<file path="config.mk">
export PLATFORM = sky130hd
export DESIGN_NAME = gemm_result_streamer
export DESIGN_NICKNAME = d
export VERILOG_FILES = /design/src/rtl/gemm_result_streamer.sv
export SDC_FILE = /design/constraint.sdc
export NUM_CORES = 1
export LEC_CHECK = 0
export CAP_MARGIN = 20
export CORE_ASPECT_RATIO = 1.4
export CORE_MARGIN = 2
export CORE_UTILIZATION = 40
export DETAILED_ROUTE_END_ITERATION = 16
export GPL_ROUTABILITY_DRIVEN = 0
export GPL_TIMING_DRIVEN = 0
export SLEW_MARGIN = 40
export SYNTH_ARGS = -nofsm -noshare
export SYNTH_HDL_FRONTEND = slang
export SYNTH_SLANG_ARGS = --single-unit
</file>
<file path="constraint.sdc">
create_clock -name clk -period 10.8 [get_ports clk]
set_input_delay 2.7 -clock clk [delete_from_list [all_inputs] [get_ports clk]]
set_output_delay 2.7 -clock clk [all_outputs]
set_load 0.02 [all_outputs]
</file>
<file path="src/rtl/gemm_result_streamer.sv">
// Streams a ROWS_RT x COLS_RT sub-block of a row-major GEMM result buffer out of a
// synchronous-read memory as a valid/ready element stream tagged with row/col/eol/last.
//
// state  | meaning
// IDLE   | waiting for start; zero-sized requests answered with a done pulse only
// ISSUE  | walking row-major addresses, issuing reads while FIFO + in-flight < 2
// DRAIN  | all reads issued; waiting for the last element to be accepted
module gemm_result_streamer #(
   parameter int DATA_W = 32,
   parameter int ROWS   = 100,
   parameter int COLS   = 100,
   parameter int ADDR_W = 14,
   parameter int DIM_W  = 16
) (
   input  logic              clk,
   input  logic              rst,
   input  logic              start,
   input  logic [DIM_W-1:0]  rows_i,
   input  logic [DIM_W-1:0]  cols_i,
   output logic              rd_en,
   output logic [ADDR_W-1:0] rd_addr,
   input  logic [DATA_W-1:0] rd_data,
   output logic              out_valid,
   input  logic              out_ready,
   output logic [DATA_W-1:0] out_data,
   output logic [DIM_W-1:0]  out_row,
   output logic [DIM_W-1:0]  out_col,
   output logic              out_eol,
   output logic              out_last,
   output logic              busy,
   output logic              done
);

   typedef enum logic [1:0] {S_IDLE, S_ISSUE, S_DRAIN} state_t;

   localparam logic [DIM_W-1:0]  ROWS_D = DIM_W'(ROWS);
   localparam logic [DIM_W-1:0]  COLS_D = DIM_W'(COLS);
   localparam logic [ADDR_W-1:0] STRIDE = ADDR_W'(COLS);

   state_t            state_q;
   logic [DIM_W-1:0]  rows_q, cols_q, row_q, col_q;
   logic [ADDR_W-1:0] addr_q, base_q;
   logic              busy_q, done_q;

   logic              pend_q, peol_q, plast_q;
   logic [DIM_W-1:0]  prow_q, pcol_q;

   logic [DATA_W-1:0] fdat_q [2];
   logic [DIM_W-1:0]  frow_q [2];
   logic [DIM_W-1:0]  fcol_q [2];
   logic              feol_q [2];
   logic              flast_q [2];
   logic              wr_ptr_q, rd_ptr_q;
   logic [1:0]        cnt_q;

   logic [DIM_W-1:0]  rows_cl, cols_cl;
   logic              issue_eol, issue_last, pop;
   logic [2:0]        occ;

   assign rows_cl    = (rows_i > ROWS_D) ? ROWS_D : rows_i;
   assign cols_cl    = (cols_i > COLS_D) ? COLS_D : cols_i;
   assign issue_eol  = (col_q == cols_q - 1'b1);
   assign issue_last = issue_eol && (row_q == rows_q - 1'b1);

   assign out_valid = (cnt_q != 2'd0);
   assign pop       = out_valid && out_ready;
   // Credit counts a slot being freed this cycle so a steady ready stream has no bubbles.
   assign occ       = 3'(cnt_q) + 3'(pend_q) - 3'(pop);
   assign rd_en     = (state_q == S_ISSUE) && (occ < 3'd2);
   assign rd_addr   = addr_q;

   assign out_data = fdat_q[rd_ptr_q];
   assign out_row  = frow_q[rd_ptr_q];
   assign out_col  = fcol_q[rd_ptr_q];
   assign out_eol  = feol_q[rd_ptr_q];
   assign out_last = flast_q[rd_ptr_q];
   assign busy     = busy_q;
   assign done     = done_q;

   always_ff @(posedge clk or posedge rst) begin
      if (rst) begin
         state_q    <= S_IDLE;
         rows_q     <= '0;
         cols_q     <= '0;
         row_q      <= '0;
         col_q      <= '0;
         addr_q     <= '0;
         base_q     <= '0;
         busy_q     <= 1'b0;
         done_q     <= 1'b0;
         pend_q     <= 1'b0;
         peol_q     <= 1'b0;
         plast_q    <= 1'b0;
         prow_q     <= '0;
         pcol_q     <= '0;
         fdat_q[0]  <= '0;
         fdat_q[1]  <= '0;
         frow_q[0]  <= '0;
         frow_q[1]  <= '0;
         fcol_q[0]  <= '0;
         fcol_q[1]  <= '0;
         feol_q[0]  <= 1'b0;
         feol_q[1]  <= 1'b0;
         flast_q[0] <= 1'b0;
         flast_q[1] <= 1'b0;
         wr_ptr_q   <= 1'b0;
         rd_ptr_q   <= 1'b0;
         cnt_q      <= 2'd0;
      end else begin
         done_q <= 1'b0;
         pend_q <= rd_en;
         if (rd_en) begin
            prow_q  <= row_q;
            pcol_q  <= col_q;
            peol_q  <= issue_eol;
            plast_q <= issue_last;
         end
         if (pend_q) begin
            fdat_q[wr_ptr_q]  <= rd_data;
            frow_q[wr_ptr_q]  <= prow_q;
            fcol_q[wr_ptr_q]  <= pcol_q;
            feol_q[wr_ptr_q]  <= peol_q;
            flast_q[wr_ptr_q] <= plast_q;
            wr_ptr_q          <= ~wr_ptr_q;
         end
         if (pop) rd_ptr_q <= ~rd_ptr_q;
         cnt_q <= cnt_q + 2'(pend_q) - 2'(pop);

         case (state_q)
            S_IDLE: begin
               if (start) begin
                  rows_q <= rows_cl;
                  cols_q <= cols_cl;
                  row_q  <= '0;
                  col_q  <= '0;
                  addr_q <= '0;
                  base_q <= '0;
                  if (rows_cl == '0 || cols_cl == '0) begin
                     done_q <= 1'b1;
                  end else begin
                     state_q <= S_ISSUE;
                     busy_q  <= 1'b1;
                  end
               end
            end
            S_ISSUE: begin
               if (rd_en) begin
                  if (issue_eol) begin
                     col_q  <= '0;
                     row_q  <= row_q + 1'b1;
                     base_q <= base_q + STRIDE;
                     addr_q <= base_q + STRIDE;
                  end else begin
                     col_q  <= col_q + 1'b1;
                     addr_q <= addr_q + 1'b1;
                  end
                  if (issue_last) begin
                     state_q <= S_DRAIN;
                     addr_q  <= addr_q;
                  end
               end
            end
            S_DRAIN: begin
               if (pop && out_last) begin
                  state_q <= S_IDLE;
                  busy_q  <= 1'b0;
                  done_q  <= 1'b1;
               end
            end
            default: state_q <= S_IDLE;
         endcase
      end
   end

endmodule

</file>
==> impl_results.md <==
* Initial DRC count at 551
* Max Cap Viol at 0
* Rows at 77
* Die ar. at 33760 sq um
* Postcts setup bufs at 0
* Clock power frac at 25.3%
* Mapped Area at 12920 sq um
* Share of cells above drive strength 1 at 20.03%
* Filler cells at 2882
* Worst setup SP type: input pin
* Clk buf depth at 3
* YS warnings at 0
* Worst min path class: reg -> reg
* Vias in the first global route at 9821
* Total power at 3899 uW
* Register area at 6631 sq um
* Final ANT Viol Nets at 0
* Tcrit/Tclk final at 88.21%
* Number of enable flip-flop cells after synthesis at 0
* Worst VDD drop at 0.1374 mV
* Async S/R FF share, synth at 100.0%
* Total Routing Usage GR at 19.09%
* TritonCTS clock tree: built
* Number of I/O port buffers at 151
* Via count at 9445
* Cell count after synthesis at 1167
* Reg2reg setup slack at 6.70 ns
* Initial antenna violation count at 0
* Count of state elements after synthesis at 265
* Synth-to-layout area growth at 23.63%
* WHS Endpoint: pcol_q[0]
* CP required at 8.10 ns
* Switching share of power at 35.31%
* Clock-pin slew on the worst setup and hold paths at 0.06 ns
* Reg power frac at 35.4%
* Global-route wire length before repair at 51980 microns
* Sequential area share after synthesis at 51.34%
* Diode count at 0
* Setup clock skew after layout at 0.01793 ns
* Core area at 31700 sq um
* Clock Latency Late Sink at 0.55 ns
* WL final at 32140 microns
* Net count, final at 1428
* Die width at 155.9 microns
* Synth area leader: dfrtp_1
* Internal at 2522 uW
* Leak pwr at 0.007051 uW
* Post-CTS Hold Buffers at 0
* Clock root cell: clkbuf_16
* Outcome: finished, final reports clean
* Largest net degree at the start of global routing at 80
* First-pass iteration count of the detailed router at 7
* Ys flop type: dfrtp_1
* Commonest cells post-synth: dfrtp_1, mux2_2, nand2_1, o21ai_0, clkbuf_1
* Crit path max fanout at 11
* Fin crit period at 9.527 ns
* Worst R2R Path Depth at 18
* Most numerous cell in the Yosys netlist: dfrtp_1
* Comb pwr share at 39.3%
* Die Height at 216.6 microns
* Syn Nets at 1244
* Via density at 5.342
* Maximum achievable frequency at 105.0 MHz
* Wire per inst at 18.18 microns
* Global route overflow at 0
* Final Max Slew Viols at 0
* Top post-synthesis cells by area: dfrtp_1, mux2_2, nand2_1, o21ai_0, xnor2_1
* CP Capture Type: output pin
* Top-Level Pins at 152
* # DRC at 0
* H-tree depth at 1
* Switch Pwr at 1377 uW
* Finish-stage setup viols at 0
* Hold slack at 0.4919 ns
* Total CTS buffers at 28
* Yosys top cell area share at 51.34%
* R2r endpoint: row_q[11]
* CP arrival at 6.83 ns
* R2r startpoint: cnt_q[1]
* WS Path Type: in -> out
* PostCTS Resize Cnt at 0
* Worst slew pin tran at 0.7837 ns
* Fin. Hold Viols at 0
* Pwr/cell area at 244.2 nW/um^2
* Initial cell density of the core at 40.75%
* RSZ-0062 raised after global routing: false
* Multi-input logic area at 5958 sq um
* CTS sink cnt at 265
* Slew HR at 47.75%
* Distinct cells, synth at 65
* Utilization after layout at 50.38%
* Hold Startpoint: pcol_q[0]
* Post-Syn Area per Cell at 11.07 sq um
* Hold path depth at 2
* Final HPWL DP at 22990 microns
-- critical path: stages --
cell and delay, ns:
clkdlybuf4s50_1 0.45, and2_1 0.19, ha_1 0.25, inv_1 0.06, ha_1 0.16, fa_1 0.43, nand2b_1 0.22, or2_2 0.29
clkbuf_1 0.23, inv_1 0.13, clkbuf_1 0.50, buf_1 0.50, clkdlybuf4s50_1 0.71
-- flip-flops by register name, indices dropped and copies added (netlist names) --
| signal | cells |
|---|---|
| col_q | 16 |
| flast_q | 2 |
| feol_q | 2 |
| cols_q | 16 |
| rows_q | 16 |
| cnt_q | 2 |
| state_q | 2 |
| fcol_q | 32 |
| base_q | 12 |
| fdat_q | 64 |
| busy | 1 |
| rd_addr | 14 |
| pcol_q | 16 |
| frow_q | 32 |
| pend_q | 1 |
| peol_q | 1 |
| done | 1 |
| plast_q | 1 |
| prow_q | 16 |
| rd_ptr_q | 1 |
| wr_ptr_q | 1 |
| row_q | 16 |
-- cells by family after synthesis --
kind of cell	synth area share [%]
DFF	51.34
buffers and inverters	2.596
adders and majority gates	0.9300
xor gates and xnor gates	3.730
and+or+nand+nor	15.06
AOI/OAI and AO/OA	7.856
muxes	18.48
-- cell usage in the layout, fill, tap and decap left out, drive strengths merged, types with 16 or more instances in the layout --
| cell type | instances |
|---|---|
| nor3 | 24 |
| and3 | 21 |
| buf | 21 |
| mux2 | 204 |
| nand3 | 19 |
| and2 | 21 |
| nor2 | 45 |
| clkbuf | 83 |
| dfrtp | 265 |
| xor2 | 25 |
| clkdlybuf4s50 | 151 |
| xnor2 | 30 |
| a21oi | 22 |
| nand2 | 166 |
| o21ai | 58 |
| nor4 | 18 |
| nand2b | 16 |
| inv | 21 |
-- power by group through the flow --
stage	clock, uW	sequential, uW	combinational (uW)
3_3_place_gp	0	1390	1530
5_1_grt	1060	1410	1670
3_5_place_dp	0	1400	1550
2_1_floorplan	0	1360	1000
6_report	987	1380	1530
4_1_cts	1020	1380	1560
-- worst max path at each step --
stage / startpoint / endpoint / depth (start not counted)
after global placement: rst / rows_q[7] / 2
after CTS: out_ready / rd_en / 13
after detailed placement: out_ready / rd_en / 13
after global routing: out_ready / rd_en / 14
after floorplan: rst / base_q[10] / 1
final: out_ready / rd_en / 13
-- routing by layer --
layer	part of all wire [%]	track usage, %
met5	0	0
met4	2.7	6.086
met3	4.5	2.959
met2	50	33.82
met1	43	23.80
-- area by class of cell --
class,count,share of cell area [%]
Buffer,63,1.606
Timing Repair Buffer,154,9.983
Clock buffer,38,5.007
Tap cell,395,3.095
Clock inverter,14,0.9246
Inverter,21,0.5407
Multi-Input combinational cell,818,37.31
Sequential cell,265,41.53
-- metrics by stage --
step / std cells / area [sq um] / setup TNS (ns) / setup WS [ns]
5_1_grt: 1768 / 15970 / 0 / 1.016
6_report: 1768 / 15970 / 0 / 1.273
3_3_place_gp: 1713 / 14920 / -698.48 / -2.671
3_5_place_dp: 1716 / 15010 / 0 / 1.214
2_1_floorplan: 1167 / 12920 / 0 / 0.8031
4_1_cts: 1768 / 15960 / 0 / 1.207
Note: power is estimated with default switching activity, not from simulation.
